$ cat src/rtl/ebi_bus_bridge_if.sv
// EBI pad-side and register-file-side signals of the bus bridge.
// slave: the bridge's view; master: the EBI/register-file environment driving it.
interface ebi_bus_bridge_if #(
  parameter int ADDR_W = 8,
  parameter int REG_AW = 6,
  parameter int DATA_W = 32,
  parameter int BE_W   = 4
);
  logic              cs_n;
  logic              oe_n;
  logic [BE_W-1:0]   we_n;
  logic              rd_wr;
  logic [ADDR_W-1:0] ebi_addr;
  logic [DATA_W-1:0] ebi_wdata;
  logic [DATA_W-1:0] ebi_rdata;
  logic              ebi_rdata_oe;
  logic              ebi_ta_n;
  logic [REG_AW-1:0] reg_addr;
  logic [DATA_W-1:0] reg_wdata;
  logic [BE_W-1:0]   reg_be;
  logic              reg_we;
  logic              reg_re;
  logic [DATA_W-1:0] reg_rdata;
  logic              bus_err;

  modport slave (
    input  cs_n, oe_n, we_n, rd_wr, ebi_addr, ebi_wdata, reg_rdata,
    output ebi_rdata, ebi_rdata_oe, ebi_ta_n, reg_addr, reg_wdata, reg_be,
           reg_we, reg_re, bus_err
  );

  modport master (
    output cs_n, oe_n, we_n, rd_wr, ebi_addr, ebi_wdata, reg_rdata,
    input  ebi_rdata, ebi_rdata_oe, ebi_ta_n, reg_addr, reg_wdata, reg_be,
           reg_we, reg_re, bus_err
  );
endinterface

$ cat src/rtl/ebi_bus_bridge.sv
// PowerPC EBI slave bridge: synchronises async strobes, issues one register strobe per cs_n
// assertion (SYNC_STAGES+2 edges after cs_n sampled low), reads return after RD_WAIT cycles with a TA pulse.
module ebi_bus_bridge #(
  parameter int ADDR_W      = 8,
  parameter int REG_AW      = 6,
  parameter int DATA_W      = 32,
  parameter int BE_W        = 4,
  parameter int SYNC_STAGES = 2,
  parameter int RD_WAIT     = 2
) (
  input  logic            clk,
  input  logic            rst,
  ebi_bus_bridge_if.slave bus
);

  localparam logic [1:0] ST_IDLE  = 2'd0;
  localparam logic [1:0] ST_QUAL  = 2'd1;
  localparam logic [1:0] ST_RWAIT = 2'd2;
  localparam logic [1:0] ST_HOLD  = 2'd3;

  localparam logic [3:0] RD_WAIT_C = 4'(RD_WAIT);

  // Synchroniser chains; stage 0 samples the pad, the last stage is the qualified copy.
  logic [SYNC_STAGES-1:0]           cs_sync_q, cs_sync_d;
  logic [SYNC_STAGES-1:0]           oe_sync_q, oe_sync_d;
  logic [SYNC_STAGES-1:0]           rd_wr_sync_q, rd_wr_sync_d;
  logic [SYNC_STAGES-1:0][BE_W-1:0] we_sync_q, we_sync_d;

  logic            cs_s, oe_s, rd_wr_s;
  logic [BE_W-1:0] we_s;

  logic [1:0]        state_q, state_d;
  logic [3:0]        cnt_q, cnt_d;
  logic              rd_acc_q, rd_acc_d;
  logic [REG_AW-1:0] reg_addr_q, reg_addr_d;
  logic [DATA_W-1:0] reg_wdata_q, reg_wdata_d;
  logic [BE_W-1:0]   reg_be_q, reg_be_d;
  logic [DATA_W-1:0] ebi_rdata_q, ebi_rdata_d;
  logic              reg_we_q, reg_we_d;
  logic              reg_re_q, reg_re_d;
  logic              bus_err_q, bus_err_d;
  logic              ebi_ta_n_q, ebi_ta_n_d;
  logic              ebi_rdata_oe_q, ebi_rdata_oe_d;

  always_comb begin
    cs_sync_d    = {cs_sync_q[SYNC_STAGES-2:0], bus.cs_n};
    oe_sync_d    = {oe_sync_q[SYNC_STAGES-2:0], bus.oe_n};
    rd_wr_sync_d = {rd_wr_sync_q[SYNC_STAGES-2:0], bus.rd_wr};
    we_sync_d    = {we_sync_q[SYNC_STAGES-2:0], bus.we_n};
  end

  assign cs_s    = cs_sync_q[SYNC_STAGES-1];
  assign oe_s    = oe_sync_q[SYNC_STAGES-1];
  assign rd_wr_s = rd_wr_sync_q[SYNC_STAGES-1];
  assign we_s    = we_sync_q[SYNC_STAGES-1];

  always_comb begin
    state_d        = state_q;
    cnt_d          = cnt_q;
    rd_acc_d       = rd_acc_q;
    reg_addr_d     = reg_addr_q;
    reg_wdata_d    = reg_wdata_q;
    reg_be_d       = reg_be_q;
    ebi_rdata_d    = ebi_rdata_q;
    reg_we_d       = 1'b0;
    reg_re_d       = 1'b0;
    bus_err_d      = 1'b0;
    ebi_ta_n_d     = 1'b1;
    ebi_rdata_oe_d = 1'b0;

    case (state_q)
      ST_IDLE: begin
        if (!cs_s) state_d = ST_QUAL;
      end
      ST_QUAL: begin
        if (cs_s) begin
          state_d = ST_IDLE;
        end else if (!rd_wr_s && (we_s != {BE_W{1'b1}})) begin
          reg_we_d    = 1'b1;
          ebi_ta_n_d  = 1'b0;
          reg_addr_d  = bus.ebi_addr[ADDR_W-1 -: REG_AW];
          reg_wdata_d = bus.ebi_wdata;
          reg_be_d    = ~we_s;
          rd_acc_d    = 1'b0;
          state_d     = ST_HOLD;
        end else if (rd_wr_s && (we_s == {BE_W{1'b1}})) begin
          reg_re_d   = 1'b1;
          reg_addr_d = bus.ebi_addr[ADDR_W-1 -: REG_AW];
          cnt_d      = RD_WAIT_C;
          rd_acc_d   = 1'b1;
          state_d    = ST_RWAIT;
        end else begin
          bus_err_d = 1'b1;
          rd_acc_d  = 1'b0;
          state_d   = ST_HOLD;
        end
      end
      ST_RWAIT: begin
        // Abort wins over the data latch so a withdrawn read never acknowledges.
        if (cs_s) begin
          cnt_d   = 4'd0;
          state_d = ST_IDLE;
        end else if (cnt_q == 4'd1) begin
          ebi_rdata_d    = bus.reg_rdata;
          ebi_ta_n_d     = 1'b0;
          ebi_rdata_oe_d = ~oe_s;
          cnt_d          = 4'd0;
          state_d        = ST_HOLD;
        end else begin
          cnt_d = cnt_q - 4'd1;
        end
      end
      ST_HOLD: begin
        if (cs_s) state_d = ST_IDLE;
        else      ebi_rdata_oe_d = rd_acc_q & ~oe_s;
      end
      default: state_d = ST_IDLE;
    endcase
  end

  always_ff @(posedge clk or posedge rst) begin
    if (rst) begin
      cs_sync_q      <= '1;
      oe_sync_q      <= '1;
      rd_wr_sync_q   <= '1;
      we_sync_q      <= '1;
      state_q        <= ST_IDLE;
      cnt_q          <= 4'd0;
      rd_acc_q       <= 1'b0;
      reg_addr_q     <= '0;
      reg_wdata_q    <= '0;
      reg_be_q       <= '0;
      ebi_rdata_q    <= '0;
      reg_we_q       <= 1'b0;
      reg_re_q       <= 1'b0;
      bus_err_q      <= 1'b0;
      ebi_ta_n_q     <= 1'b1;
      ebi_rdata_oe_q <= 1'b0;
    end else begin
      cs_sync_q      <= cs_sync_d;
      oe_sync_q      <= oe_sync_d;
      rd_wr_sync_q   <= rd_wr_sync_d;
      we_sync_q      <= we_sync_d;
      state_q        <= state_d;
      cnt_q          <= cnt_d;
      rd_acc_q       <= rd_acc_d;
      reg_addr_q     <= reg_addr_d;
      reg_wdata_q    <= reg_wdata_d;
      reg_be_q       <= reg_be_d;
      ebi_rdata_q    <= ebi_rdata_d;
      reg_we_q       <= reg_we_d;
      reg_re_q       <= reg_re_d;
      bus_err_q      <= bus_err_d;
      ebi_ta_n_q     <= ebi_ta_n_d;
      ebi_rdata_oe_q <= ebi_rdata_oe_d;
    end
  end

  assign bus.ebi_rdata    = ebi_rdata_q;
  assign bus.ebi_rdata_oe = ebi_rdata_oe_q;
  assign bus.ebi_ta_n     = ebi_ta_n_q;
  assign bus.reg_addr     = reg_addr_q;
  assign bus.reg_wdata    = reg_wdata_q;
  assign bus.reg_be       = reg_be_q;
  assign bus.reg_we       = reg_we_q;
  assign bus.reg_re       = reg_re_q;
  assign bus.bus_err      = bus_err_q;

endmodule

$ cat src/flat_wrapper.sv
// flat-port wrapper written by rule: the top's interface ports become plain ports
module ebi_bus_bridge_flat 
#(
  parameter int ADDR_W      = 8,
  parameter int REG_AW      = 6,
  parameter int DATA_W      = 32,
  parameter int BE_W        = 4,
  parameter int SYNC_STAGES = 2,
  parameter int RD_WAIT     = 2
)
  (clk, rst, bus_cs_n, bus_oe_n, bus_we_n, bus_rd_wr, bus_ebi_addr, bus_ebi_wdata, bus_reg_rdata, bus_ebi_rdata, bus_ebi_rdata_oe, bus_ebi_ta_n, bus_reg_addr, bus_reg_wdata, bus_reg_be, bus_reg_we, bus_reg_re, bus_bus_err);
  ebi_bus_bridge_if #(.ADDR_W(ADDR_W), .REG_AW(REG_AW), .DATA_W(DATA_W), .BE_W(BE_W)) bus_i ();
  input  logic clk;
  input  logic rst;
  input wire logic [$bits(bus_i.cs_n)-1:0] bus_cs_n;
  input wire logic [$bits(bus_i.oe_n)-1:0] bus_oe_n;
  input wire logic [$bits(bus_i.we_n)-1:0] bus_we_n;
  input wire logic [$bits(bus_i.rd_wr)-1:0] bus_rd_wr;
  input wire logic [$bits(bus_i.ebi_addr)-1:0] bus_ebi_addr;
  input wire logic [$bits(bus_i.ebi_wdata)-1:0] bus_ebi_wdata;
  input wire logic [$bits(bus_i.reg_rdata)-1:0] bus_reg_rdata;
  output wire logic [$bits(bus_i.ebi_rdata)-1:0] bus_ebi_rdata;
  output wire logic [$bits(bus_i.ebi_rdata_oe)-1:0] bus_ebi_rdata_oe;
  output wire logic [$bits(bus_i.ebi_ta_n)-1:0] bus_ebi_ta_n;
  output wire logic [$bits(bus_i.reg_addr)-1:0] bus_reg_addr;
  output wire logic [$bits(bus_i.reg_wdata)-1:0] bus_reg_wdata;
  output wire logic [$bits(bus_i.reg_be)-1:0] bus_reg_be;
  output wire logic [$bits(bus_i.reg_we)-1:0] bus_reg_we;
  output wire logic [$bits(bus_i.reg_re)-1:0] bus_reg_re;
  output wire logic [$bits(bus_i.bus_err)-1:0] bus_bus_err;
  assign bus_i.cs_n = bus_cs_n;
  assign bus_i.oe_n = bus_oe_n;
  assign bus_i.we_n = bus_we_n;
  assign bus_i.rd_wr = bus_rd_wr;
  assign bus_i.ebi_addr = bus_ebi_addr;
  assign bus_i.ebi_wdata = bus_ebi_wdata;
  assign bus_i.reg_rdata = bus_reg_rdata;
  assign bus_ebi_rdata = bus_i.ebi_rdata;
  assign bus_ebi_rdata_oe = bus_i.ebi_rdata_oe;
  assign bus_ebi_ta_n = bus_i.ebi_ta_n;
  assign bus_reg_addr = bus_i.reg_addr;
  assign bus_reg_wdata = bus_i.reg_wdata;
  assign bus_reg_be = bus_i.reg_be;
  assign bus_reg_we = bus_i.reg_we;
  assign bus_reg_re = bus_i.reg_re;
  assign bus_bus_err = bus_i.bus_err;
  ebi_bus_bridge #(.ADDR_W(ADDR_W), .REG_AW(REG_AW), .DATA_W(DATA_W), .BE_W(BE_W), .SYNC_STAGES(SYNC_STAGES), .RD_WAIT(RD_WAIT)) u_core (.clk(clk), .rst(rst), .bus(bus_i));
endmodule
$ cat config.mk
export PLATFORM = sky130hd
export DESIGN_NAME = ebi_bus_bridge_flat
export DESIGN_NICKNAME = d
export VERILOG_FILES = /design/src/rtl/ebi_bus_bridge_if.sv /design/src/rtl/ebi_bus_bridge.sv /design/src/flat_wrapper.sv
export SDC_FILE = /design/constraint.sdc
export NUM_CORES = 1
export LEC_CHECK = 0
export CAP_MARGIN = 20
export CORE_AREA = 2 2 132 108
export CTS_CLUSTER_SIZE = 12
export DETAILED_ROUTE_END_ITERATION = 8
export DIE_AREA = 0 0 134 110
export GPL_TIMING_DRIVEN = 0
export PLACE_DENSITY_LB_ADDON = 0.25
export SYNTH_ARGS = -nofsm -noshare
export SYNTH_HDL_FRONTEND = slang
export SYNTH_SLANG_ARGS = --single-unit
$ cat constraint.sdc
create_clock -name clk -period 3.59 [get_ports clk]
set_input_delay 0.718 -clock clk [delete_from_list [all_inputs] [get_ports clk]]
set_output_delay 0.718 -clock clk [all_outputs]
set_load 0.05 [all_outputs]
==> results of run 1 <==
-- final timing paths --
path                            cells after the start                 from                  endpoint  slack, ns
worst max-delay path                                1  u_core.bus.ebi_ta_n              bus_ebi_ta_n       1.23
worst min-delay path                                0  u_core.cs_sync_q[0]       u_core.cs_sync_q[1]       0.36
worst max register to register                      4       u_core.we_s[2]    u_core.bus.reg_addr[0]       1.57
worst min register to register                      0  u_core.cs_sync_q[0]       u_core.cs_sync_q[1]       0.36
max in group asynchronous                           3                  rst            u_core.we_s[1]       1.99
min in group asynchronous                           2                  rst  u_core.bus.ebi_rdata[18]       0.86
-- through the flow --
| stage | setup WS (ns) | area (um2) | hold WS (ns) | TNS, ns | util, % |
|---|---|---|---|---|---|
| floorplan | 0.278 | 3960 | 0.345 | 0 | - |
| global placement | -1.27 | 5760 | 0.346 | -111.52 | 43.1 |
| detailed placement | 1.53 | 5780 | 0.348 | 0 | 43.3 |
| CTS | 1.21 | 6050 | 0.358 | 0 | 45.3 |
| global route | 1.19 | 6050 | 0.363 | 0 | 45.3 |
| finish | 1.23 | 6050 | 0.356 | 0 | 45.3 |
-- per-layer routing --
layer	vias to the layer above	global-route usage, %	wire [um]
met5	-	0	0
met4	0	3.88	105
met3	8	4.89	727
met2	105	17.9	3700
met1	1201	14.2	3770
li1	1178	-	-
-- state kept, by name, indices dropped and copies added, names as in the netlist --
| name | count |
|---|---|
| u_core.cs_sync_q | 2 |
| u_core.oe_sync_q | 2 |
| u_core.bus.reg_we | 1 |
| u_core.we_s | 4 |
| u_core.bus.reg_re | 1 |
| u_core.bus.reg_addr | 6 |
| u_core.bus.ebi_rdata_oe | 1 |
| u_core.bus.reg_wdata | 32 |
| u_core.rd_wr_sync_q | 2 |
| u_core.cnt_q | 4 |
| u_core.state_q | 2 |
| u_core.we_sync_d | 4 |
| u_core.bus.bus_err | 1 |
| u_core.rd_acc_q | 1 |
| u_core.bus.ebi_ta_n | 1 |
| u_core.bus.ebi_rdata | 32 |
| u_core.bus.reg_be | 4 |
-- cells in the mapped netlist, drive strengths merged --
| cell type | n | area, um2 |
|---|---|---|
| nand2 | 9 | 36.3 |
| a21oi | 2 | 10.0 |
| dfrtp | 85 | 2130 |
| o21bai | 1 | 7.51 |
| nor3b | 1 | 12.5 |
| dfstp | 15 | 394 |
| a211oi | 1 | 7.51 |
| nand3 | 1 | 5.00 |
| nand2b | 1 | 6.26 |
| buf | 8 | 65.1 |
| or3b | 1 | 8.76 |
| a311o | 1 | 10.0 |
| nand4 | 1 | 6.26 |
| nor2 | 2 | 7.51 |
| inv | 12 | 45.0 |
| nor4 | 1 | 6.26 |
| mux2 | 72 | 923 |
| a22o | 1 | 8.76 |
| a32oi | 1 | 16.3 |
| nand3b | 1 | 7.51 |
| ha | 10 | 125 |
| a21o | 1 | 7.51 |
| nor2b | 1 | 13.8 |
| and2b | 1 | 8.76 |
| o22ai | 1 | 6.26 |
| nor3 | 3 | 20.0 |
| mux2i | 2 | 20.0 |
| o21ai | 7 | 35.0 |
| and2 | 2 | 12.5 |
-- final cells by class --
cell class                      instances  area, um2  share of cell area [%]
Buffer                                  8       65.1                    1.08
Clock buffer                           10        229                    3.79
Clock inverter                          6       37.5                   0.621
Inverter                               12       47.5                   0.786
Multi-Input combinational cell        125       1330                    22.0
Sequential cell                       100       2520                    41.7
Tap cell                              180        225                    3.73
Timing Repair Buffer                  158       1590                    26.3
-- cell families after synthesis --
kind of cell,Yosys count,synth area share [%]
muxes,74,23.8
buffers and inverters,20,2.78
and+or+nand+nor,25,3.82
adders and majority gates,10,3.16
DFF,100,63.7
AOI/OAI and AO/OA,16,2.75
-- where the power goes --
part / switching (uW) / total, uW / leakage, uW / internal (uW)
combinational: 1430 / 2320 / 0.00136 / 895
clock: 411 / 882 / 0.000137 / 470
sequential: 173 / 1640 / 0.00117 / 1470
total: 2010 / 4840 / 0.00267 / 2830
==> flow_metrics.env, run 1 <==
export IMPL_final_fill_count=1178
export IMPL_clk_pin_slew_ns=0.06
export IMPL_p_leak_uw=0.00267
export IMPL_max_stage_delay_ns=0.80
export IMPL_required_ns=2.87
export IMPL_avgSynthCellArea_um2=16.2
export IMPL_initial_core_util_pct=29.6
export IMPL_drt_total_wl_mm=8.30
export IMPL_ctsResizeCount=0
export IMPL_cts_root_buf="clkbuf_16"
export IMPL_final_cell_mix="clkdlybuf4s50_1 (157), dfrtp_1 (85), mux2_2 (42)"
export IMPL_dieArea_um2=14700
export IMPL_setup_viol=0
export IMPL_setup_worst_path_class="flip-flop to output port"
export IMPL_grt_pass1_wl_mm=13.0
export IMPL_fin_crit_ns=2.36
export IMPL_grt_max_degree=58
export IMPL_cts_tree="done"
export IMPL_fin_crit_sh_pct=65.7
export IMPL_first_pass_iters=3
export IMPL_worst_setup_path_start_kind="flip-flop"
export IMPL_numCtsBuffers=9
export IMPL_drv_slew=0
export IMPL_place_congestion=0.770
export IMPL_final_common_cell="clkdlybuf4s50_1"
export IMPL_post_dp_hpwl_mm=6.11
export IMPL_crit_slowest_cell="clkdlybuf4s50_1"
export IMPL_crit_fanout=1
export IMPL_status="completed"
export IMPL_cap_viol_max_count=0
export IMPL_endpoint_kind="output port"
export IMPL_num_io_pins=160
export IMPL_cp_arrival_ns=1.64
export IMPL_max_freq_mhz=424
export IMPL_synth_cell_type_count=34
export IMPL_final_cells=599
export IMPL_placed_cells=583
export IMPL_postCtsHoldBufs=0
export IMPL_vias_per_cell=4.16
export IMPL_die_w_um=134
export IMPL_vias=2492
export IMPL_die_h_um=110
export IMPL_drc=0
export IMPL_insertion_delay_ns=0.33
export IMPL_antenna_found_initial=0
export IMPL_clockBufferDepth=2
export IMPL_drive_above_1_share_pct=28.4
export IMPL_hold_viol_final=0
export IMPL_nets=505
export IMPL_finalPower_uw=4840
export IMPL_synth_seq_area_share_pct=63.7
export IMPL_io_buffers=157
export IMPL_cp_num_buf_inv=1
export IMPL_syn_inst=245
export IMPL_cpLargestDelayFamily="buffers and inverters"
export IMPL_hp_class="flip-flop to flip-flop"
export IMPL_drt_iter0_markers=60
export IMPL_tightest_slew_ns=0.707
export IMPL_grt_total_usage_pct=11.4
export IMPL_synth_ff_latch_count=100
export IMPL_n_antenna_cell=0
export IMPL_synthToLayoutAreaGrowth_pct=52.7
export IMPL_irDropWorstVdd_mv=0.365
export IMPL_grt_pass1_vias=2657
export IMPL_h_tree_depth=3
export IMPL_rsz0062_at_grt="no"
export IMPL_worstPathCellList="clkdlybuf4s50_1"
export IMPL_skew_ns=0.00570
export IMPL_slew_headroom_pct=52.8
export IMPL_gr_total_overflow=0
export IMPL_core_um2=13400
export IMPL_powerDensity_nw_per_um2=801
export IMPL_synth_area_um2=3960
export IMPL_cts_sinks=100
export IMPL_synth_net_count=336
export IMPL_avgRoutedWirePerCell_um=13.9
export IMPL_cts_setup_buffers=0
export IMPL_yosysWarnings=0
export IMPL_rows=38
export IMPL_antenna_left=0
No activity file was read; power rests on OpenSTA's default activity.
==> run 2: changes to the inputs <==
clock period = 2.2 ns   (was 3.59 ns; I/O delays follow)
==> run 2 against run 1 <==
Effect of this change:
- non-clock buffer count rose by 1
- critical path depth did not move
- hold slack improved by 0.00060 ns
- sequential share of layout area fell by 0.27 points
- register-to-register slack got worse by 1.4 ns
- die area did not move
- clock-buffer cell count did not move
- first-iteration DRC count rose by 58%
- global-route usage barely moved
- power rose by 65%
- combinational power rose by 64%
==> flow_metrics.env, run 2 (synthesis results as in run 1) <==
export IMPL_io_buffers=157
export IMPL_antenna_found_initial=0
export IMPL_numCtsBuffers=9
export IMPL_max_freq_mhz=478
export IMPL_postCtsHoldBufs=0
export IMPL_post_route_util_pct=45.6
export IMPL_ctsResizeCount=0
export IMPL_crit_slowest_cell="clkdlybuf4s50_1"
export IMPL_h_tree_depth=3
export IMPL_die_w_um=134
export IMPL_drt_iter0_markers=95
export IMPL_dp_slack_ns=0.139
export IMPL_hold_viol_final=0
export IMPL_setup_viol=0
export IMPL_irDropWorstVdd_mv=0.645
export IMPL_die_h_um=110
export IMPL_first_pass_iters=4
export IMPL_p_leak_uw=0.00267
export IMPL_rows=38
export IMPL_cts_sinks=100
export IMPL_vias=2467
export IMPL_cts_setup_buffers=0
export IMPL_num_io_pins=160
export IMPL_insertion_delay_ns=0.34
export IMPL_fin_hold_ws_ns=0.357
export IMPL_core_um2=13400
export IMPL_clockBufferDepth=2
export IMPL_grt_total_usage_pct=11.4
export IMPL_cp_arrival_ns=1.65
export IMPL_final_cell_mix="clkdlybuf4s50_1 (157), dfrtp_1 (85), mux2_2 (42)"
export IMPL_grt_max_degree=42
export IMPL_gr_total_overflow=0
export IMPL_place_congestion=0.722
export IMPL_avgRoutedWirePerCell_um=13.6
export IMPL_post_dp_hpwl_mm=6.00
export IMPL_cp_num_buf_inv=1
export IMPL_final_common_cell="clkdlybuf4s50_1"
export IMPL_setup_tns_ns=0
export IMPL_setup_worst_path_class="flip-flop to output port"
export IMPL_nets=506
export IMPL_max_stage_delay_ns=0.80
export IMPL_cap_viol_max_count=0
export IMPL_status="completed"
export IMPL_powerDensity_nw_per_um2=1310
export IMPL_crit_fanout=1
export IMPL_vias_per_cell=4.11
export IMPL_fin_crit_ns=2.09
export IMPL_grt_pass1_wl_mm=13.0
export IMPL_drc=0
export IMPL_slew_headroom_pct=63.8
export IMPL_clk_pin_slew_ns=0.07
export IMPL_worstPathCellList="clkdlybuf4s50_1"
export IMPL_endpoint_kind="output port"
export IMPL_hp_class="flip-flop to flip-flop"
export IMPL_synthToLayoutAreaGrowth_pct=53.7
export IMPL_required_ns=1.76
export IMPL_skew_ns=0.00388
export IMPL_dieArea_um2=14700
export IMPL_drive_above_1_share_pct=28.8
export IMPL_cpLargestDelayFamily="buffers and inverters"
export IMPL_drt_total_wl_mm=8.16
export IMPL_tightest_slew_ns=0.542
export IMPL_final_fill_count=1171
export IMPL_antenna_left=0
export IMPL_n_antenna_cell=0
export IMPL_rrSetupSlack_ns=0.19
export IMPL_initial_core_util_pct=29.6
export IMPL_rsz0062_at_grt="no"
export IMPL_fin_ws_ns=0.108
export IMPL_grt_pass1_vias=2594
export IMPL_fin_crit_sh_pct=95.1
export IMPL_worst_setup_path_start_kind="flip-flop"
export IMPL_cts_root_buf="clkbuf_16"
export IMPL_cts_tree="done"
export IMPL_drv_slew=0
## run 2: changes by cell type in the layout (fill, tap and decap cells not counted)
cell | before | now
clkinv_2 | 4 | 1
buf_12 | 1 | 2
clkbuf_1 | 1 | 0
clkbuf_8 | 0 | 1
inv_4 | 1 | 0
clkinv_4 | 0 | 1
clkinvlp_4 | 0 | 3
## run 2: routing by layer
layer / wire length [um] / share of wire (%) / track usage, %
met5: 0 / 0 / 0
met4: 102 / 1.2 / 3.95
met3: 672 / 8.2 / 4.25
met2: 3590 / 44 / 17.2
met1: 3800 / 46 / 15.0
## run 2: final timing paths
kind,from,cells after the start,end
setup reg to reg,u_core.we_s[3],4,u_core.bus.reg_addr[4]
setup / recovery,u_core.bus.ebi_ta_n,1,bus_ebi_ta_n
min in group asynchronous,rst,2,u_core.bus.reg_wdata[29]
max in group asynchronous,rst,3,u_core.bus.ebi_ta_n
hold / removal,u_core.we_sync_d[7],0,u_core.we_s[3]
hold reg to reg,u_core.we_sync_d[7],0,u_core.we_s[3]
## run 2: metrics by stage
| stage | total power [uW] | area (um2) | cells |
|---|---|---|---|
| 2_1_floorplan | 5190 | 3960 | 245 |
| 3_3_place_gp | 6480 | 5760 | 582 |
| 3_5_place_dp | 6530 | 5800 | 584 |
| 4_1_cts | 8090 | 6090 | 600 |
| 5_1_grt | 8380 | 6090 | 600 |
| 6_report | 7980 | 6090 | 600 |
## run 2: layout make-up
class / instances / area [um2] / share of cell area [%]
flip-flops and latches: 100 / 2520 / 41.4
inverters: 12 / 48.8 / 0.802
well taps: 180 / 225 / 3.70
multi-input cells: 125 / 1330 / 21.8
plain buffers: 8 / 65.1 / 1.07
clock inverters: 6 / 46.3 / 0.761
repair buffers: 159 / 1610 / 26.5
clock buffers: 10 / 239 / 3.93
## run 2: report_power, final
part	internal [uW]	switching, uW
logic	1460	2340
registers	2390	276
clock network	807	704
total	4660	3320
==> run 3: changes to the inputs <==
clock period = 2.5 ns   (was 2.2 ns; I/O delays follow)
==> results of run 3 <==
The final DEF is identical to that of run 2. Status: completed.
Among the figures that moved: setup slack after placement 0.139 ns -> 0.439 ns; setup slack after layout 0.108 ns -> 0.348 ns; register-to-register setup slack 0.19 ns -> 0.49 ns; total power 7980 uW -> 7020 uW; worst IR drop on VDD 0.645 mV -> 0.567 mV
